===== src/rtl/note_render_pkg.sv =====
// rtl/note_render_pkg.sv - colour codes, FSM states, snapshot layout and widths for the note field renderer
package note_render_pkg;

  localparam int X_W        = 8;
  localparam int Y_W        = 7;
  localparam int ROW_W      = 7;
  localparam int LANE_COL_W = 6;
  localparam int COLOR_W    = 3;

  typedef enum logic [COLOR_W-1:0] {
    BG       = 3'd0,
    DIVIDER  = 3'd1,
    HITLINE  = 3'd2,
    NOTE     = 3'd3,
    NOTE_HIT = 3'd4,
    BANNER   = 3'd5,
    FLASH    = 3'd7
  } color_e;

  typedef enum logic [1:0] {
    SNAP  = 2'd0,
    SCAN  = 2'd1,
    BLANK = 2'd2
  } state_e;

  // One frame's worth of chart-engine state, frozen at SNAP.
  typedef struct packed {
    logic [3:0][ROW_W-1:0] row;
    logic [3:0]            active;
    logic [3:0]            hit;
    logic [1:0]            phase;
    logic [3:0]            keys;
  } snap_t;

endpackage


===== src/rtl/note_pixel_classify.sv =====
// rtl/note_pixel_classify.sv - combinational colour priority for one playfield pixel
// LANE_FLASH_EN: BG pixels in a lane whose key was held at SNAP become FLASH.
module note_pixel_classify
  import note_render_pkg::*;
#(
  parameter int LANE_WIDTH  = 40,
  parameter int NOTE_HEIGHT = 8,
  parameter int HIT_ROW     = 100,
  parameter int BANNER_TOP  = 40
) (
  input  logic [X_W-1:0]        x,
  input  logic [Y_W-1:0]        y,
  input  logic [1:0]            lane_idx,
  input  logic [LANE_COL_W-1:0] lane_col,
  input  snap_t                 snap,
  output logic [COLOR_W-1:0]    color
);

  logic [X_W-1:0] banner_lim;
  logic [7:0]     y_ext;
  logic [7:0]     row_ext;
  logic [7:0]     row_end;
  logic           in_banner;
  logic           in_note;
  logic           on_divider;
  color_e         base;

  // Banner shrinks by one lane per phase: READY covers 3 lanes, GO covers 1.
  always_comb begin
    banner_lim = '0;
    case (snap.phase)
      2'd0:    banner_lim = X_W'(3 * LANE_WIDTH);
      2'd1:    banner_lim = X_W'(2 * LANE_WIDTH);
      2'd2:    banner_lim = X_W'(LANE_WIDTH);
      default: banner_lim = '0;
    endcase
  end

  assign in_banner = (snap.phase != 2'd3)
                  && (y >= Y_W'(BANNER_TOP))
                  && (y <= Y_W'(BANNER_TOP + 7))
                  && (x < banner_lim);

  // 8-bit note extent so a note near the bottom clips instead of wrapping to row 0.
  assign y_ext   = {1'b0, y};
  assign row_ext = {1'b0, snap.row[lane_idx]};
  assign row_end = row_ext + 8'(NOTE_HEIGHT);

  assign on_divider = (lane_col == '0) || (lane_col == LANE_COL_W'(LANE_WIDTH - 1));
  assign in_note    = snap.active[lane_idx] && (y_ext >= row_ext) && (y_ext < row_end)
                   && !on_divider;

  always_comb begin
    base = BG;
    if (in_banner)                 base = BANNER;
    else if (in_note)              base = snap.hit[lane_idx] ? NOTE_HIT : NOTE;
    else if (y == Y_W'(HIT_ROW))   base = HITLINE;
    else if (on_divider)           base = DIVIDER;
  end

`ifdef LANE_FLASH_EN
  assign color = (base == BG && snap.keys[lane_idx]) ? FLASH : base;
`else
  logic unused_keys;
  assign unused_keys = ^snap.keys;
  assign color       = base;
`endif

endmodule


===== src/rtl/note_field_renderer.sv =====
// rtl/note_field_renderer.sv - per-frame snapshot, raster scan and pixel stream to the frame-buffer writer
// LANE_FLASH_EN: enables lane key flash in the classifier.
module note_field_renderer
  import note_render_pkg::*;
#(
  parameter int VIRTUAL_PIXEL_WIDTH  = 160,
  parameter int VIRTUAL_PIXEL_HEIGHT = 120,
  parameter int LANE_WIDTH           = 40,
  parameter int NOTE_HEIGHT          = 8,
  parameter int HIT_ROW              = 100,
  parameter int BANNER_TOP           = 40,
  parameter int BLANK_CYCLES         = 16
) (
  input  logic               clk,
  input  logic               rst,
  input  logic [ROW_W-1:0]   note_row0,
  input  logic [ROW_W-1:0]   note_row1,
  input  logic [ROW_W-1:0]   note_row2,
  input  logic [ROW_W-1:0]   note_row3,
  input  logic               note_active0,
  input  logic               note_active1,
  input  logic               note_active2,
  input  logic               note_active3,
  input  logic               note_hit0,
  input  logic               note_hit1,
  input  logic               note_hit2,
  input  logic               note_hit3,
  input  logic [1:0]         visible_phase,
  input  logic [3:0]         lane_keys,
  input  logic               pix_ready,
  output logic               pix_valid,
  output logic [X_W-1:0]     pix_x,
  output logic [Y_W-1:0]     pix_y,
  output logic [COLOR_W-1:0] pix_color,
  output logic               frame_done
);

  localparam int BLANK_W = $clog2(BLANK_CYCLES + 1);

  state_e                state;
  state_e                state_nxt;
  snap_t                 snap_in;
  snap_t                 snap_s;
  snap_t                 cls_snap;
  logic [1:0]            lane_idx;
  logic [1:0]            idx_nxt;
  logic [LANE_COL_W-1:0] lane_col;
  logic [LANE_COL_W-1:0] col_nxt;
  logic [X_W-1:0]        x_nxt;
  logic [Y_W-1:0]        y_nxt;
  logic [BLANK_W-1:0]    blank_cnt;
  logic [COLOR_W-1:0]    cls_color;
  logic                  accept;
  logic                  last_pix;
  logic                  blank_done;

  always_comb begin
    snap_in        = '0;
    snap_in.row    = {note_row3, note_row2, note_row1, note_row0};
    snap_in.active = {note_active3, note_active2, note_active1, note_active0};
    snap_in.hit    = {note_hit3, note_hit2, note_hit1, note_hit0};
    snap_in.phase  = visible_phase;
    snap_in.keys   = lane_keys;
  end

  assign accept     = pix_valid && pix_ready;
  assign last_pix   = (pix_x == X_W'(VIRTUAL_PIXEL_WIDTH - 1))
                   && (pix_y == Y_W'(VIRTUAL_PIXEL_HEIGHT - 1));
  assign blank_done = (blank_cnt == BLANK_W'(BLANK_CYCLES - 1));

  always_ff @(posedge clk or negedge rst) begin
    if (!rst) state <= SNAP;
    else      state <= state_nxt;
  end

  always_comb begin
    state_nxt = state;
    case (state)
      SNAP:    state_nxt = SCAN;
      SCAN:    if (accept && last_pix) state_nxt = BLANK;
      BLANK:   if (blank_done) state_nxt = SNAP;
      default: state_nxt = SNAP;
    endcase
  end

  // Coordinates of the pixel to present next; (0,0) while in SNAP.
  always_comb begin
    x_nxt   = '0;
    y_nxt   = '0;
    idx_nxt = '0;
    col_nxt = '0;
    if (state == SCAN) begin
      if (pix_x == X_W'(VIRTUAL_PIXEL_WIDTH - 1)) begin
        x_nxt = '0;
        y_nxt = pix_y + 1'b1;
      end else begin
        x_nxt = pix_x + 1'b1;
        y_nxt = pix_y;
      end
      if (lane_col == LANE_COL_W'(LANE_WIDTH - 1)) begin
        col_nxt = '0;
        idx_nxt = lane_idx + 1'b1;
      end else begin
        col_nxt = lane_col + 1'b1;
        idx_nxt = lane_idx;
      end
    end
  end

  // The first pixel is classified from the live inputs being captured in SNAP.
  assign cls_snap = (state == SNAP) ? snap_in : snap_s;

  note_pixel_classify #(
    .LANE_WIDTH  (LANE_WIDTH),
    .NOTE_HEIGHT (NOTE_HEIGHT),
    .HIT_ROW     (HIT_ROW),
    .BANNER_TOP  (BANNER_TOP)
  ) u_classify (
    .x        (x_nxt),
    .y        (y_nxt),
    .lane_idx (idx_nxt),
    .lane_col (col_nxt),
    .snap     (cls_snap),
    .color    (cls_color)
  );

  always_ff @(posedge clk or negedge rst) begin
    if (!rst) begin
      pix_valid  <= 1'b0;
      pix_x      <= '0;
      pix_y      <= '0;
      pix_color  <= BG;
      frame_done <= 1'b0;
      lane_idx   <= '0;
      lane_col   <= '0;
      blank_cnt  <= '0;
      snap_s     <= '0;
    end else begin
      case (state)
        SNAP: begin
          snap_s    <= snap_in;
          pix_x     <= x_nxt;
          pix_y     <= y_nxt;
          lane_idx  <= idx_nxt;
          lane_col  <= col_nxt;
          pix_color <= cls_color;
          pix_valid <= 1'b1;
          blank_cnt <= '0;
        end
        SCAN: begin
          if (accept) begin
            if (last_pix) begin
              pix_valid  <= 1'b0;
              frame_done <= 1'b1;
            end else begin
              pix_x     <= x_nxt;
              pix_y     <= y_nxt;
              lane_idx  <= idx_nxt;
              lane_col  <= col_nxt;
              pix_color <= cls_color;
            end
          end
        end
        BLANK: begin
          blank_cnt <= blank_cnt + 1'b1;
          if (blank_done) frame_done <= 1'b0;
        end
        default: ;
      endcase
    end
  end

endmodule


===== config.mk =====
export PLATFORM = sky130hd
export DESIGN_NAME = note_field_renderer
export DESIGN_NICKNAME = d
export VERILOG_FILES = /design/src/rtl/note_render_pkg.sv /design/src/rtl/note_pixel_classify.sv /design/src/rtl/note_field_renderer.sv
export SDC_FILE = /design/constraint.sdc
export NUM_CORES = 1
export LEC_CHECK = 0
export BUFFER_PORTS_ARGS = -buffer_cell sky130_fd_sc_hd__buf_2
export CAP_MARGIN = 20
export CORE_MARGIN = 1
export CORE_UTILIZATION = 45
export DETAILED_ROUTE_END_ITERATION = 6
export PLACE_DENSITY = 0.71
export SLEW_MARGIN = 0
export SYNTH_ARGS = -nofsm -noshare
export SYNTH_HDL_FRONTEND = slang
export SYNTH_SLANG_ARGS = --single-unit

===== constraint.sdc =====
create_clock -name clk -period 4.25 [get_ports clk]
set_input_delay 0.425 -clock clk [delete_from_list [all_inputs] [get_ports clk]]
set_output_delay 0.425 -clock clk [all_outputs]
set_load 0.01 [all_outputs]

**Yosys cells after proc, flatten, opt, wreduce, memory -nomap -nowiden**

Index checks and enable logic that the tools add are counted.

- Flip-flop bits (word level): 77
- Input port bits: 45
- Output and inout bits: 20
- Word-level logic and storage cells: 113

- Add/sub/neg operators: 6
- Order comparisons: 6
- Equality and inequality tests: 16
- Muxes and demuxes: 47
- Reduce and logical (&&, ||, !) cells: 21

Operators with widths:

| kind | number |
|---|---|
| $mux W42 | 1 |
| $mux W7 | 5 |
| $mux W8 | 4 |
| $mux W6 | 4 |
| $pmux W7 S3 | 1 |
| $mux W3 | 6 |
| $pmux W8 S2 | 1 |
| $bmux W7 S2 | 1 |
| $eq A7 B7 Y1 const B | 2 |
| $pmux W7 S2 | 1 |
| $eq A6 B6 Y1 const B | 2 |
| $mux W2 | 6 |
| $ne A2 B2 Y1 const B | 6 |
| $pmux W6 S2 | 1 |
| $pmux W5 S2 | 1 |
| $logic_and A1 B1 Y1 | 9 |
| $add A7 B4 Y8 const B | 1 |
| $add A8 B1 Y8 const B | 1 |
| $eq A8 B8 Y1 const B | 1 |
| $lt A7 B8 Y1 | 1 |
| $lt A8 B7 Y1 | 1 |
| $mux W1 | 8 |
| $add A7 B1 Y7 const B | 1 |
| $ge A7 B6 Y1 const B | 1 |
| other kinds (22) | 30 |

**Logic depth before layout (Yosys ltp)**

Gate-level depths: netlist of run 1.

- Depth in word-level cells: 14
- Gate-level depth with buffers: 17

**Cells and area by module**

A second synthesis of run 1 with hierarchy kept.

- Cells, all modules: 404
- Area, all modules: 4,474.3 sq um

Modules (own cells, without submodules):

| module | instances | cells an instance | area an instance (sq um) | seq. area each (sq um) |
|---|---|---|---|---|
| note_field_renderer | 1 | 326 | 3,728.6 | 1,926.8 |
| note_pixel_classify | 1 | 78 | 745.7 | 0.0 |

**Least setup slack after synthesis of run 1**

Ideal clock, no wire load.

- Path type: register to register
- Start: reg lane_col[0]
- End: reg pix_color[0]
- Setup time: 0.126 ns
- Data arrival time: 3.511 ns
- Setup slack: 0.613 ns
- Stages on the path, launching flop included: 15
- Buffers on the path: 0
- Clock period less this slack: 3.637 ns
- Cell sequence: dfrtp_1 ha_1 nand3_1 or4_1 nand2_2 mux2i_1 inv_1 or3_1 xnor2_1 ha_1 nor2_1 a31o_2 nor2_1 and4b_1 o32a_1

- Word-level cells in the longest chain between the ends: 14
- Elaborated cells between the ends (all ways): 30

Ends and longest elaborated chain:

| what | line | text |
|---|---|---|
| start: declaration | note_field_renderer.sv:47 | `logic [LANE_COL_W-1:0] lane_col;` |
| start signal: assignment | note_field_renderer.sv:145 | `lane_col <= col_nxt;` |
| start signal: assignment | note_field_renderer.sv:159 | `lane_col <= col_nxt;` |
| $eq A6 B6 Y1 | note_field_renderer.sv:100 | `if (lane_col == LANE_COL_W'(LANE_WIDTH - 1)) begin` |
| $mux W2 | note_field_renderer.sv:100 |  |
| $mux W2 | note_field_renderer.sv:92 | `if (state == SCAN) begin` |
| $bmux W7 S2 | note_pixel_classify.sv:46 | `assign row_ext = {1'b0, snap.row[lane_idx]};` |
| $mux W7 (implied by the code) | note_pixel_classify.sv:46 |  |
| $add A7 B4 Y8 or $ge A7 B7 Y1 (tied branches) | note_pixel_classify.sv:47, note_pixel_classify.sv:50 |  |
| $lt A7 B8 Y1 or $logic_and A1 B1 Y1 (tied branches) | note_pixel_classify.sv:50 | `assign in_note = snap.active[lane_idx] && (y_ext >= row_ext) && (y_ext < row_end)` |
| $logic_and A1 B1 Y1 | note_pixel_classify.sv:50 |  |
| $logic_and A1 B1 Y1 | note_pixel_classify.sv:51 | `&& !on_divider;` |
| $mux W3 * | note_pixel_classify.sv:56 | `else if (in_note) base = snap.hit[lane_idx] ? NOTE_HIT : NOTE;` |
| $mux W3 * | note_pixel_classify.sv:55 | `if (in_banner) base = BANNER;` |
| $mux W3 | note_field_renderer.sv:152 | `if (last_pix) begin` |
| $mux W3 | note_field_renderer.sv:151 | `if (accept) begin` |
| $pmux W3 S2 * | note_field_renderer.sv:139 | `case (state)` |
| end signal: assignment | note_field_renderer.sv:146 | `pix_color <= cls_color;` |
| end signal: assignment | note_field_renderer.sv:160 | `pix_color <= cls_color;` |
| end: declaration | note_field_renderer.sv:34 | `output logic [COLOR_W-1:0] pix_color,` |

Mark *: on every way between the ends. The rest lies on a longest branch, timed or not. The select of a mux whose other input is x is not followed.
A chain may end at the register's enable or synchronous reset.

**Worst setup path after layout of run 1**

Ends and elaborated chain as after synthesis.

==> metrics.yaml, run 1 <==
power_and_ir_drop:
  swShare_pct: 31.8
  power_frac_comb_pct: 20.3
  powerDensity_mw_per_mm2: 349
  internal_power_mw: 1.16
  pwr-share-clk_pct: 29.9
  peakVddDrop_mv: 0.202
  p_seq_share_pct: 49.9
  p_leak_nw: 2.21
  power.switching_mw: 0.540
routing:
  num_vias: 3361
  postRouteAntennaNets: 0
  wl_per_cell_um: 15.0
  drc: 0
  wl_um: 9090
  drtIter0Drc: 121
  avgViaCountPerCell: 5.55
  first_pass_iters: 4
run:
  max-cap-violations: 0
cts:
  clk_path_buf_depth: 2
  cts_buffers: 9
  clock-root-buffer: "clkbuf_8"
  clk_latency_ns: 0.35
  cts.sinks: 73
  cts_tree: "done"
  clk_pin_slew_ns: 0.08
  h-tree-depth: 3
  postCtsResizedCells: 0
  post-cts-setup-buffers: 0
  hold_buffers: 0
synthesis:
  yosys_warnings: 0
  ys_seq_elements: 73
  yosys.area.top_type_share_pct: 43.2
  netlist_top_cells_area: "dfrtp_1 (43%), mux2_2 (8.5%), ha_1 (5.9%), mux2i_1 (5.9%), nand2_1 (5.6%)"
  syn_area_mm2: 0.00423
  synth_top_area_cell: "dfrtp_1"
  yosysMostFrequentCell: "dfrtp_1"
  async_flop_share_pct: 100
  seq_area_frac_synth_pct: 43.2
  syn_inst: 430
  synth_flop_cell: "dfrtp_1"
  syn_avg_cell_area_um2: 9.84
  synth.distinct_cells: 60
  synth_edf_count: 0
  synth_common_cells: "dfrtp_1 (73), nand2_1 (63), mux2_2 (32)"
  synthesis.nets: 495
floorplan:
  dieArea_mm2: 0.00979
  die_height_um: 98.9
  row_count: 35
  die_w_um: 98.9
  fp.coreArea_mm2: 0.00915
  pin_count: 65
  start_util_pct: 46.2
worst_setup_path:
  worst-setup-path-type: "reg -> reg"
  cp.arrival_ns: 4.20
  cp-end-kind: "flop"
  startpoint_type: "flop"
  r2r_cells: 14
  crit_start: "lane_col[0]"
  cp_max_fo: 8
  r2r_start: "lane_col[0]"
  crit_required_ns: 4.49
sta:
  finalSetupViolations: 0
  min_period_ns: 3.95
  rsz0062_at_grt: "no"
  drv_slew: 0
  fmax_mhz: 253
  tns_ns: 0
  finalCritPeriodShare_pct: 93.0
  worst_slew_pin_slew_ns: 0.804
  finClkSkew_ns: 0.00474
  hold_violations: 0
  relSlewSlack_pct: 46.4
global_route:
  grt_pass1_wl_um: 15400
  grt_use_total_pct: 19.9
  grt_pass1_vias: 3323
  grt_antenna_before_repair: 0
  gr-total-overflow: 0
  grt_max_degree: 41
placement:
  portBuffers: 60
  hpwl_um: 6630
  gp_congestion: 0.876
  dp.cells: 590
  place_area_mm2: 0.00467
cells_and_area:
  insertedDiodeCount: 0
  seqCellArea_mm2: 0.00183
  fill_cells: 839
  stdcell_count: 606
  syn2layout_area_growth_pct: 14.9
  final_area_mm2: 0.00486
  nets: 555
  drive_gt1_share_pct: 25.7
  multi_input_area_mm2: 0.00224
outcome:
  outcome: "complete, no violations"
worst_hold_path:
  hold_path_class: "in -> async"
-- placed cells by master (no fill, tap or decap), drive strengths merged, types with 4 or more instances in the layout --
cell type | Yosys | layout
dfrtp | 73 | 73
buf | 13 | 70
nand2 | 64 | 64
mux2 | 33 | 33
mux2i | 25 | 25
o21ai | 24 | 24
inv | 21 | 21
ha | 20 | 20
nor2 | 20 | 20
nand3 | 16 | 16
a21oi | 14 | 14
clkbuf | 8 | 12
nor3 | 8 | 8
o31ai | 7 | 7
xnor2 | 7 | 7
nand4 | 6 | 6
nand2b | 5 | 5
xor2 | 5 | 5
and3 | 5 | 5
nor2b | 4 | 4
o211ai | 4 | 4
and2 | 4 | 4
a211oi | 4 | 4
-- critical path, stage by stage (launching register included) --
cell	delay, ns
dfrtp_1	0.45
ha_1	0.31
nand3_1	0.17
or4_1	0.58
nand2_2	0.21
mux2i_1	0.33
inv_1	0.11
or3_1	0.39
xnor2_1	0.14
ha_1	0.27
nor2_1	0.04
a31o_2	0.22
nor2_1	0.09
and4b_1	0.20
o32a_1	0.33
-- layout make-up --
cell class / count / area share, %
inverters: 21 / 1.62
clock buffers: 12 / 3.19
repair buffers: 70 / 7.98
flip-flops and latches: 73 / 37.6
multi-input cells: 315 / 46.2
well taps: 111 / 2.86
clock inverters: 4 / 0.566
-- state kept, by name, summed over array words and instances, names as in the netlist --
register	flops
blank_cnt	5
pix_y	7
lane_col	6
snap_s	38
state	2
pix_x	8
frame_done	1
pix_color	3
lane_idx	2
pix_valid	1
-- logic make-up after synthesis --
| logic type | after synthesis | synth area share [%] |
|---|---|---|
| simple gates | 151 | 17.6 |
| compound gates | 73 | 11.5 |
| flops | 73 | 43.2 |
| mux | 59 | 15.2 |
| buf+inv | 42 | 4.08 |
| fa+ha+maj | 20 | 5.92 |
| xor+xnor | 12 | 2.49 |
-- metal layers --
layer | part of all wire [%] | wire (µm) | GRT usage, % | vias to the layer above
li1 | - | - | - | 1646
met1 | 45 | 4110 | 24.9 | 1636
met2 | 49 | 4440 | 34.1 | 65
met3 | 4.2 | 385 | 3.90 | 14
met4 | 1.7 | 155 | 7.35 | 0
met5 | 0 | 0 | 0 | -
-- metrics by stage --
stage	power, mW	hold WS [ns]	utilization, %	setup WS, ns
6_report	1.70	0.134	53.1	0.296
5_1_grt	1.80	0.189	53.1	0.00629
4_1_cts	1.71	0.154	53.0	0.224
3_5_place_dp	1.20	0.468	51.0	0.243
3_3_place_gp	1.18	0.455	51.0	0.295
2_1_floorplan	1.08	0.129	-	0.613
-- power groups by stage --
stage	sequential, mW	clock [mW]	combinational [mW]
finish	0.846	0.506	0.344
global route	0.859	0.550	0.391
CTS	0.843	0.524	0.347
detailed placement	0.856	0	0.345
global placement	0.853	0	0.330
floorplan	0.825	0	0.258
-- worst paths after layout --
kind / endpoint / slack, ns
hold / removal: blank_cnt[1] / 0.13
setup / recovery: pix_color[0] / 0.30
hold reg to reg: snap_s[12] / 0.47
min in group clk: snap_s[12] / 0.30
max in group asynchronous: snap_s[10] / 3.12
setup reg to reg: pix_color[0] / 0.30
(Power assumes the default switching activity.)
==> run 2, diff against run 1 <==
--- a/config.mk
+++ b/config.mk
@@ -7,10 +7,12 @@
 export LEC_CHECK = 0
 export BUFFER_PORTS_ARGS = -buffer_cell sky130_fd_sc_hd__buf_2
 export CAP_MARGIN = 20
+export CELL_PAD_IN_SITES_DETAIL_PLACEMENT = 0
+export CELL_PAD_IN_SITES_GLOBAL_PLACEMENT = 2
 export CORE_MARGIN = 1
-export CORE_UTILIZATION = 45
+export CORE_UTILIZATION = 36
 export DETAILED_ROUTE_END_ITERATION = 6
-export PLACE_DENSITY = 0.71
+export PLACE_DENSITY = 0.85
 export SLEW_MARGIN = 0
 export SYNTH_ARGS = -nofsm -noshare
 export SYNTH_HDL_FRONTEND = slang
==> metrics.yaml, run 2 (synthesis results as in run 1) <==
global_route:
  grt_pass1_vias: 3296
  grt_max_degree: 42
  grt_pass1_wl_um: 16100
  grt_use_total_pct: 17.4
  gr-total-overflow: 0
  grt_antenna_before_repair: 0
cells_and_area:
  nets: 558
  final_area_mm2: 0.00505
  multi_input_area_mm2: 0.00224
  stdcell_count: 641
  largest_register_ffs: 38
  regMostFlops: "snap_s"
  final_cell_mix: "dfrtp_1 (73), nand2_1 (63), buf_2 (60)"
  syn2layout_area_growth_pct: 19.4
  post-route-util_pct: 44.2
  drive_gt1_share_pct: 26.3
  reg.largest.list: "snap_s x38, pix_x x8, pix_y x7"
  seqCellArea_mm2: 0.00183
  fill_cells: 1154
  final_common_cell: "dfrtp_1"
  insertedDiodeCount: 0
placement:
  dp.cells: 625
  hpwl_um: 7080
  gp_congestion: 0.805
  place_area_mm2: 0.00472
  pre_cts_ws_ns: 0.378
  portBuffers: 60
routing:
  num_vias: 3356
  drtIter0Drc: 131
  wl_um: 9710
  postRouteAntennaNets: 0
  drc: 0
  first_pass_iters: 5
  avgViaCountPerCell: 5.24
  wl_per_cell_um: 15.1
sta:
  worst_slack_ns: 0.388
  tns_ns: 0
  hold-worst-slack_ns: 0.154
  finClkSkew_ns: 0.00810
  worst_slew_pin_slew_ns: 0.933
  rsz0062_at_grt: "no"
  fmax_mhz: 259
  finalSetupViolations: 0
  drv_slew: 0
  relSlewSlack_pct: 37.8
  finalCritPeriodShare_pct: 90.9
  min_period_ns: 3.86
  hold_violations: 0
worst_setup_path:
  startpoint_type: "flop"
  worst-setup-path-type: "reg -> reg"
  cp-end-kind: "flop"
  crit_required_ns: 4.47
  cp.arrival_ns: 4.09
  cp_max_fo: 10
cts:
  postCtsResizedCells: 0
  h-tree-depth: 3
  clk_path_buf_depth: 2
  cts.sinks: 73
  clk_pin_slew_ns: 0.06
  cts_tree: "done"
  clk_latency_ns: 0.34
  post-cts-setup-buffers: 0
  hold_buffers: 0
  cts_buffers: 9
  clock-root-buffer: "clkbuf_16"
power_and_ir_drop:
  peakVddDrop_mv: 0.223
  fin_total_pwr_mw: 2.03
  p_leak_nw: 2.29
  powerDensity_mw_per_mm2: 402
floorplan:
  start_util_pct: 37.0
  fp.coreArea_mm2: 0.0114
  die_w_um: 110
  dieArea_mm2: 0.0122
  die_height_um: 110
  row_count: 39
  pin_count: 65
outcome:
  outcome: "complete, no violations"
run:
  max-cap-violations: 0
worst_hold_path:
  hold_path_class: "in -> async"
-- run 2: changes by cell type in the layout (fill, tap and decap cells not counted), sizes merged --
cell      delta
buf          +3
bufinv       +2
clkbuf       -2
clkinv       +1
clkinvlp     -2
inv          +1
-- run 2: final cells by class --
type / instances / area share, %
clock inverter: 6 / 1.78
timing repair buffer: 73 / 7.88
tap: 143 / 3.54
inverter: 21 / 1.56
sequential: 73 / 36.2
clock buffer: 10 / 4.73
multi-input combinational: 315 / 44.3
-- run 2: worst max-delay path: stages, from the launching register on --
cell	delay, ns
dfrtp_1	0.49
or3b_1	0.43
or4_1	0.50
nand2_2	0.23
mux2i_1	0.34
inv_1	0.12
or3_1	0.39
xnor2_1	0.13
ha_1	0.27
nor2_1	0.04
a31o_2	0.22
nor2_1	0.09
and4b_1	0.19
o32a_1	0.32
-- run 2: worst paths after layout --
check                                   from            to  slack, ns  cells after the start
worst max register to register   lane_col[3]  pix_color[0]       0.39                     13
max in group asynchronous                rst    snap_s[21]       3.07                      2
worst min-delay path                     rst  blank_cnt[2]       0.15                      1
worst min register to register    snap_s[41]    snap_s[41]       0.48                      2
min in group clk                note_row2[5]    snap_s[33]       0.31                      2
worst max-delay path             lane_col[3]  pix_color[0]       0.39                     13
-- run 2: power breakdown --
group	internal [mW]	switching, mW	total, mW
clock network	0.532	0.303	0.835
registers	0.758	0.0891	0.847
logic	0.159	0.187	0.346
total	1.45	0.580	2.03
-- run 2: metal layers --
metal	track usage [%]	part of all wire [%]	vias up
met3	4.70	4.8	7
met4	4.04	0.78	0
met1	22.3	46	1634
met2	29.0	48	57
li1	-	-	1658
met5	0	0	-
